`config.mk`:
```
export PLATFORM = sky130hd
export DESIGN_NAME = ddr_xfer_sequencer
export DESIGN_NICKNAME = d
export VERILOG_FILES = /design/src/rtl/ddr_seq_pkg.sv /design/src/rtl/ddr_seq_watchdog.sv /design/src/rtl/ddr_xfer_sequencer.sv
export SDC_FILE = /design/constraint.sdc
export NUM_CORES = 1
export LEC_CHECK = 0
export BUFFER_PORTS_ARGS = -buffer_cell sky130_fd_sc_hd__buf_2
export CAP_MARGIN = 20
export CORE_MARGIN = 2
export CORE_UTILIZATION = 53
export CTS_CLUSTER_DIAMETER = 40
export CTS_CLUSTER_SIZE = 25
export DETAILED_ROUTE_END_ITERATION = 7
export GPL_TIMING_DRIVEN = 0
export PLACE_DENSITY = 0.74
export SYNTH_ARGS = -nofsm -noshare
export SYNTH_HDL_FRONTEND = slang
export SYNTH_SLANG_ARGS = --single-unit
export TNS_END_PERCENT = 20
```
`constraint.sdc`:
```
create_clock -name i_sys_clk -period 2.4 [get_ports i_sys_clk]
set_clock_uncertainty 0.15 [all_clocks]
set_input_delay 0.24 -clock i_sys_clk [delete_from_list [all_inputs] [get_ports i_sys_clk]]
set_output_delay 0.24 -clock i_sys_clk [all_outputs]
set_load 0.03 [all_outputs]
```
`src/rtl/ddr_seq_pkg.sv`:
```
// Shared types and widths for the HDR-DDR transfer sequencer.
package ddr_seq_pkg;

  localparam int TIMER_W = 12;
  localparam int FRAME_W = 8;
  localparam int EDGE_W  = 4;

  typedef enum logic [2:0] {
    ST_IDLE,
    ST_SETUP,
    ST_FRAMES,
    ST_FINISH,
    ST_ERROR
  } seq_state_e;

  // The frame index sticks at its maximum instead of wrapping.
  function automatic logic [FRAME_W-1:0] sat_inc(input logic [FRAME_W-1:0] v);
    return (v == '1) ? v : v + 1'b1;
  endfunction

endpackage

```
`src/rtl/ddr_seq_watchdog.sv`:
```
// Per-frame watchdog: counts enabled, unfrozen clocks; flags expiry at the limit.
// Clear wins over counting; the count never wraps.
module ddr_seq_watchdog
  import ddr_seq_pkg::*;
#(
  parameter int P_TIMEOUT = 4095
) (
  input  logic i_clk,
  input  logic i_rst,
  input  logic i_en,
  input  logic i_clr,
  input  logic i_freeze,
  output logic o_expire
);

  localparam logic [TIMER_W-1:0] LIMIT = TIMER_W'(P_TIMEOUT);

  logic [TIMER_W-1:0] timer_q, timer_d;

  always_comb begin
    timer_d = timer_q;
    if (i_clr) begin
      timer_d = '0;
    end else if (i_en && !i_freeze && (timer_q != LIMIT)) begin
      timer_d = timer_q + 1'b1;
    end
  end

  always_ff @(posedge i_clk or posedge i_rst) begin
    if (i_rst) begin
      timer_q <= '0;
    end else begin
      timer_q <= timer_d;
    end
  end

  assign o_expire = i_en && (timer_q == LIMIT);

endmodule

```
`src/rtl/ddr_xfer_sequencer.sv`:
```
// Sequences one HDR-DDR transfer: SETUP edges, frame loop, then a done or err pulse.
// Every output is a flop loaded from the next-state decode; host stall reaches SCL 1 clock later.
module ddr_xfer_sequencer
  import ddr_seq_pkg::*;
#(
  parameter int P_SETUP_EDGES = 4,
  parameter int P_TIMEOUT     = 4095,
  parameter int P_MAX_FRAMES  = 255
) (
  input  logic               i_sys_clk,
  input  logic               i_rst,
  input  logic               i_seq_start,
  input  logic               i_seq_abort,
  input  logic               i_host_stall,
  input  logic               i_scl_pos_edge,
  input  logic               i_bitcnt_toggle,
  input  logic               i_cccnt_last_frame,
  output logic               o_scl_gen_pp_od,
  output logic               o_scl_gen_stall,
  output logic               o_sdr_ctrl_scl_idle,
  output logic               o_bitcnt_en,
  output logic               o_fcnt_en,
  output logic               o_bitcnt_err_rst,
  output logic [FRAME_W-1:0] o_frame_idx,
  output logic               o_busy,
  output logic               o_done,
  output logic               o_err
);

  localparam logic [EDGE_W-1:0]  LAST_EDGE = EDGE_W'(P_SETUP_EDGES - 1);
  localparam logic [FRAME_W-1:0] MAX_IDX   = FRAME_W'(P_MAX_FRAMES);

  seq_state_e         state_q, state_d;
  logic [EDGE_W-1:0]  edge_cnt_q, edge_cnt_d;
  logic [FRAME_W-1:0] frame_idx_q, frame_idx_d;
  logic [FRAME_W-1:0] idx_inc;
  logic pp_od_q, pp_od_d, stall_q, stall_d, scl_idle_q, scl_idle_d;
  logic bitcnt_en_q, bitcnt_en_d, busy_q, busy_d;
  logic done_q, done_d, err_q, err_d;
  logic expire;
  logic active_d;

  assign idx_inc = sat_inc(frame_idx_q);

  // The timer only runs inside the frame loop and restarts at every frame boundary.
  ddr_seq_watchdog #(.P_TIMEOUT(P_TIMEOUT)) u_watchdog (
    .i_clk    (i_sys_clk),
    .i_rst    (i_rst),
    .i_en     (state_q == ST_FRAMES),
    .i_clr    ((state_q != ST_FRAMES) || i_bitcnt_toggle),
    .i_freeze (stall_q),
    .o_expire (expire)
  );

  always_comb begin
    state_d     = state_q;
    edge_cnt_d  = edge_cnt_q;
    frame_idx_d = frame_idx_q;
    unique case (state_q)
      ST_IDLE: begin
        if (i_seq_start) begin
          state_d     = ST_SETUP;
          edge_cnt_d  = '0;
          frame_idx_d = '0;
        end
      end
      ST_SETUP: begin
        if (i_seq_abort) begin
          state_d = ST_ERROR;
        end else if (i_scl_pos_edge) begin
          edge_cnt_d = edge_cnt_q + 1'b1;
          if (edge_cnt_q == LAST_EDGE) state_d = ST_FRAMES;
        end
      end
      ST_FRAMES: begin
        // Abort pre-empts a coincident toggle, so the index is left untouched.
        if (i_seq_abort) begin
          state_d = ST_ERROR;
        end else if (i_bitcnt_toggle) begin
          frame_idx_d = idx_inc;
          if (i_cccnt_last_frame)      state_d = ST_FINISH;
          else if (idx_inc == MAX_IDX) state_d = ST_ERROR;
        end else if (expire) begin
          state_d = ST_ERROR;
        end
      end
      ST_FINISH: state_d = ST_IDLE;
      ST_ERROR:  state_d = ST_IDLE;
      default:   state_d = ST_IDLE;
    endcase

    active_d    = (state_d == ST_SETUP) || (state_d == ST_FRAMES);
    pp_od_d     = active_d;
    scl_idle_d  = !active_d;
    stall_d     = active_d && i_host_stall;
    bitcnt_en_d = (state_d == ST_FRAMES);
    busy_d      = (state_d != ST_IDLE);
    done_d      = (state_d == ST_FINISH);
    err_d       = (state_d == ST_ERROR);
  end

  always_ff @(posedge i_sys_clk or posedge i_rst) begin
    if (i_rst) begin
      state_q     <= ST_IDLE;
      edge_cnt_q  <= '0;
      frame_idx_q <= '0;
      pp_od_q     <= 1'b0;
      stall_q     <= 1'b0;
      scl_idle_q  <= 1'b1;
      bitcnt_en_q <= 1'b0;
      busy_q      <= 1'b0;
      done_q      <= 1'b0;
      err_q       <= 1'b0;
    end else begin
      state_q     <= state_d;
      edge_cnt_q  <= edge_cnt_d;
      frame_idx_q <= frame_idx_d;
      pp_od_q     <= pp_od_d;
      stall_q     <= stall_d;
      scl_idle_q  <= scl_idle_d;
      bitcnt_en_q <= bitcnt_en_d;
      busy_q      <= busy_d;
      done_q      <= done_d;
      err_q       <= err_d;
    end
  end

  assign o_scl_gen_pp_od     = pp_od_q;
  assign o_scl_gen_stall     = stall_q;
  assign o_sdr_ctrl_scl_idle = scl_idle_q;
  assign o_bitcnt_en         = bitcnt_en_q;
  assign o_fcnt_en           = bitcnt_en_q;
  assign o_bitcnt_err_rst    = err_q;
  assign o_frame_idx         = frame_idx_q;
  assign o_busy              = busy_q;
  assign o_done              = done_q;
  assign o_err               = err_q;

endmodule
```
==> impl_results.md <==
* Slowest library cell on the worst path: dfrtp_2
* I/O Buffers at 23
* Post-synth ARST share at 100%
* Crit path kind: reg2reg
* Post-synthesis cell area at around 1900 um2
* Gr usage total at 20.8%
* Status: complete, no violations
* Most frequent cell after synthesis: dfrtp_1
* Req. time, crit path at 2.51 ns
* R2r startpoint: o_frame_idx[0]
* DIE AREA at about 4000 um2
* Share of cells above drive strength 1 at 22.1%
* Top post-synthesis cells by area: dfrtp_1 (44%), a21oi_1 (5.1%), nand2_1 (4.4%), nor2_1 (3.2%), nand4_1 (3.0%)
* Setup Slack @ Placement at 0.0423 ns
* Largest stage delay, worst path at approximately 0.47 ns
* Final cycle utilization of the critical path at approximately 94%
* Via density at roughly 5.8
* Crit path time final at 2.25 ns
* Max Slew Vio Count at 0
* DRT Pass-1 Iters at 5
* Register area share after synthesis at 45.7%
* Fin area at 2180 um2
* Post-synth top cells: dfrtp_1 (33), nand2_1 (22), a21oi_1 (19)
* Worst reg-to-reg path cell count at 8
* Clk slew on worst S/H paths at 0.10 ns
* Antenna Nets Post-Route at 0
* Routed len/inst at 13.3 um
* Yosys top cell area share at ~44%
* Tot Pwr at 1430 uW
* Worst Setup Start Kind: flip-flop
* Largest net degree at the start of global routing at 19
* Synth cell types at between 40 and 50
* Post-DP Area at 2060 um2
* Starting density of the core at 55.4%
* Gr ovfl total at 0
* H-tree depth at 2
* Critical path cell sequence: ha_2 -> and2_1 -> clkbuf_1 -> a222oi_1 -> o21ai_1 -> nand4_1 -> nand2_2 -> a211oi_1
* Starting DRT DRC Count at 76
* Yosys reg bits at 34
* Final hold violations at 0
* Synth warnings at 0
* Sink Count at 34
* CP Launch Point: o_frame_idx[0]
* Syn_nets at roughly 210
* DR DRC count at 0
* Crit path depth at 8
* PwrDens at 653 nW/um2
* Max-slew headroom at 50.8%
* Die Y at 63.3 um
* CTS Buf Count at 5
* Placed insts at between 200 and 300
* Syn avg cell area at 9.32 um2
* Mapped Cells at 200
* Core area at 3360 um2
* Routability-driven placement congestion ratio at 0.896
* Number of flops mapped to enable cells by yosys at 0
* Die X at between 60 and 70 um
* Final WL at roughly 3700 um
* First-pass GRT wire length at roughly 6500 um
* Vias at 1624
* Worst setup margin at 0.149 ns
* CTS tree: built
* Area growth syn-to-layout at 17.3%
* Total Neg Setup Slack at 0 ns
* RSZ-0062 raised after global routing: no
* Nets@finish at 245
* R2r endpoint: o_scl_gen_stall
* Max-cap violations at 0
* HPWL Detailed at 2660 um
* Worst-Skew Late Latency at 0.34 ns
* IO Count at 25
* Filler instances at 306
* Diodes inserted at 0
* Initial antenna violation count at 0
* Top_reg_cell synth: dfrtp_1
* Final cell count without fillers at 281
* Root buffer cell: clkbuf_4
* Max Freq at 444 MHz
* Deepest clock path buffer count at 2
* Hold WC Path Type: in2reg
* Row count at 21
* Top cell type by total area after synthesis: dfrtp_1
* Vias in the first global route at approximately 1500
* Worst Path Max Fanout at 8
* Number of buffers and inverters on the critical path at 1
* Crit path max-delay family: compound AO/OA/AOI/OAI gates
* Data arrival, critical path at 2.36 ns
* Leak pwr at ~0.00097 uW
* R2r setup slk at between 0.1 and 0.15 ns
* Worst-Margin Slew at 0.737 ns
* Critical path capture point: o_scl_gen_stall
* Setup violators final at 0
* Worst Setup End Kind: flip-flop
* Peak supply drop at 428 uV
area by class of cell:
class,instances,area (um2),share of cell area (%)
plain buffers,11,60.1,2.75
clock buffers,8,78.8,3.61
inverters,6,22.5,1.03
multi-input cells,149,942,43.1
flip-flops and latches,34,853,39.1
well taps,46,57.6,2.63
repair buffers,27,170,7.79
worst reg2reg max path, stage by stage, from the launching register on:
cell and delay [ns]:
dfrtp_2 0.47, ha_2 0.26, and2_1 0.17, clkbuf_1 0.17, a222oi_1 0.31, o21ai_1 0.13
nand4_1 0.16, nand2_2 0.13, a211oi_1 0.22
layer usage:
layer  up-vias  part of all wire [%]  track usage, %
met5         -                     0               0
met4         0                   1.3            8.15
met3         7                   4.4            4.46
met2        30                    49            34.2
met1       792                    45            27.0
li1        795                     -               -
stage by stage:
stage / hold WS [ns] / util [%]
after floorplan: 0.202 / -
after global placement: 0.315 / 60.5
after detailed placement: 0.250 / 61.3
after CTS: 0.0798 / 64.4
after global routing: 0.111 / 65.0
final: 0.0874 / 65.0
layout by cell type, fill, tap and decap left out, types with 6 or more instances in the layout:
cell,count
dfrtp_1,32
nor2_1,16
nand3_1,7
nand2_1,21
o21ai_1,9
buf_2,26
xor2_1,6
a21oi_1,19
nand4_1,9
power breakdown:
group	internal, uW	switching, uW	total [uW]
sequential	633	46.3	679
clock	200	195	395
combinational	147	207	354
what timing repair did:
item	CTS	global route
setup buffers	0	1
endpoints found under the setup margin	1	6
hold buffers	2	0
gates resized for setup	1	3
pin swaps	0	2
hold endpoints to repair	17	0
state kept, by name, indices dropped and copies added, names as in the netlist:
register	flops
o_sdr_ctrl_scl_idle	1
o_scl_gen_stall	1
o_scl_gen_pp_od	1
state_q	3
o_frame_idx	8
o_done	1
edge_cnt_q	4
o_bitcnt_en	1
u_watchdog.timer_q	12
o_busy	1
o_bitcnt_err_rst	1
how the worst min path moves through the flow:
stage,startpoint,to,slack [ns],cells past startpoint
after detailed placement,i_rst,o_frame_idx[0],0.25,2
after global routing,i_cccnt_last_frame,o_done,0.11,3
after global placement,i_host_stall,o_scl_gen_stall,0.32,3
after floorplan,i_host_stall,o_scl_gen_stall,0.20,2
after CTS,i_scl_pos_edge,edge_cnt_q[1],0.08,4
final,i_scl_pos_edge,edge_cnt_q[1],0.09,4
cells by family (layout without fill, tap and decap cells):
family / count (synthesis) / after routing / share of synthesized area [%]
AND/OR/NAND/NOR: 88 / 88 / 27.3
AO/OA/AOI/OAI: 48 / 48 / 15.6
flip-flops: 34 / 34 / 45.7
buffers and inverters: 17 / 52 / 4.43
XOR/XNOR: 8 / 8 / 3.76
adder cells (fa/ha/maj): 4 / 4 / 2.55
multiplexers: 1 / 1 / 0.537
No activity file was read; power rests on OpenSTA's default activity.
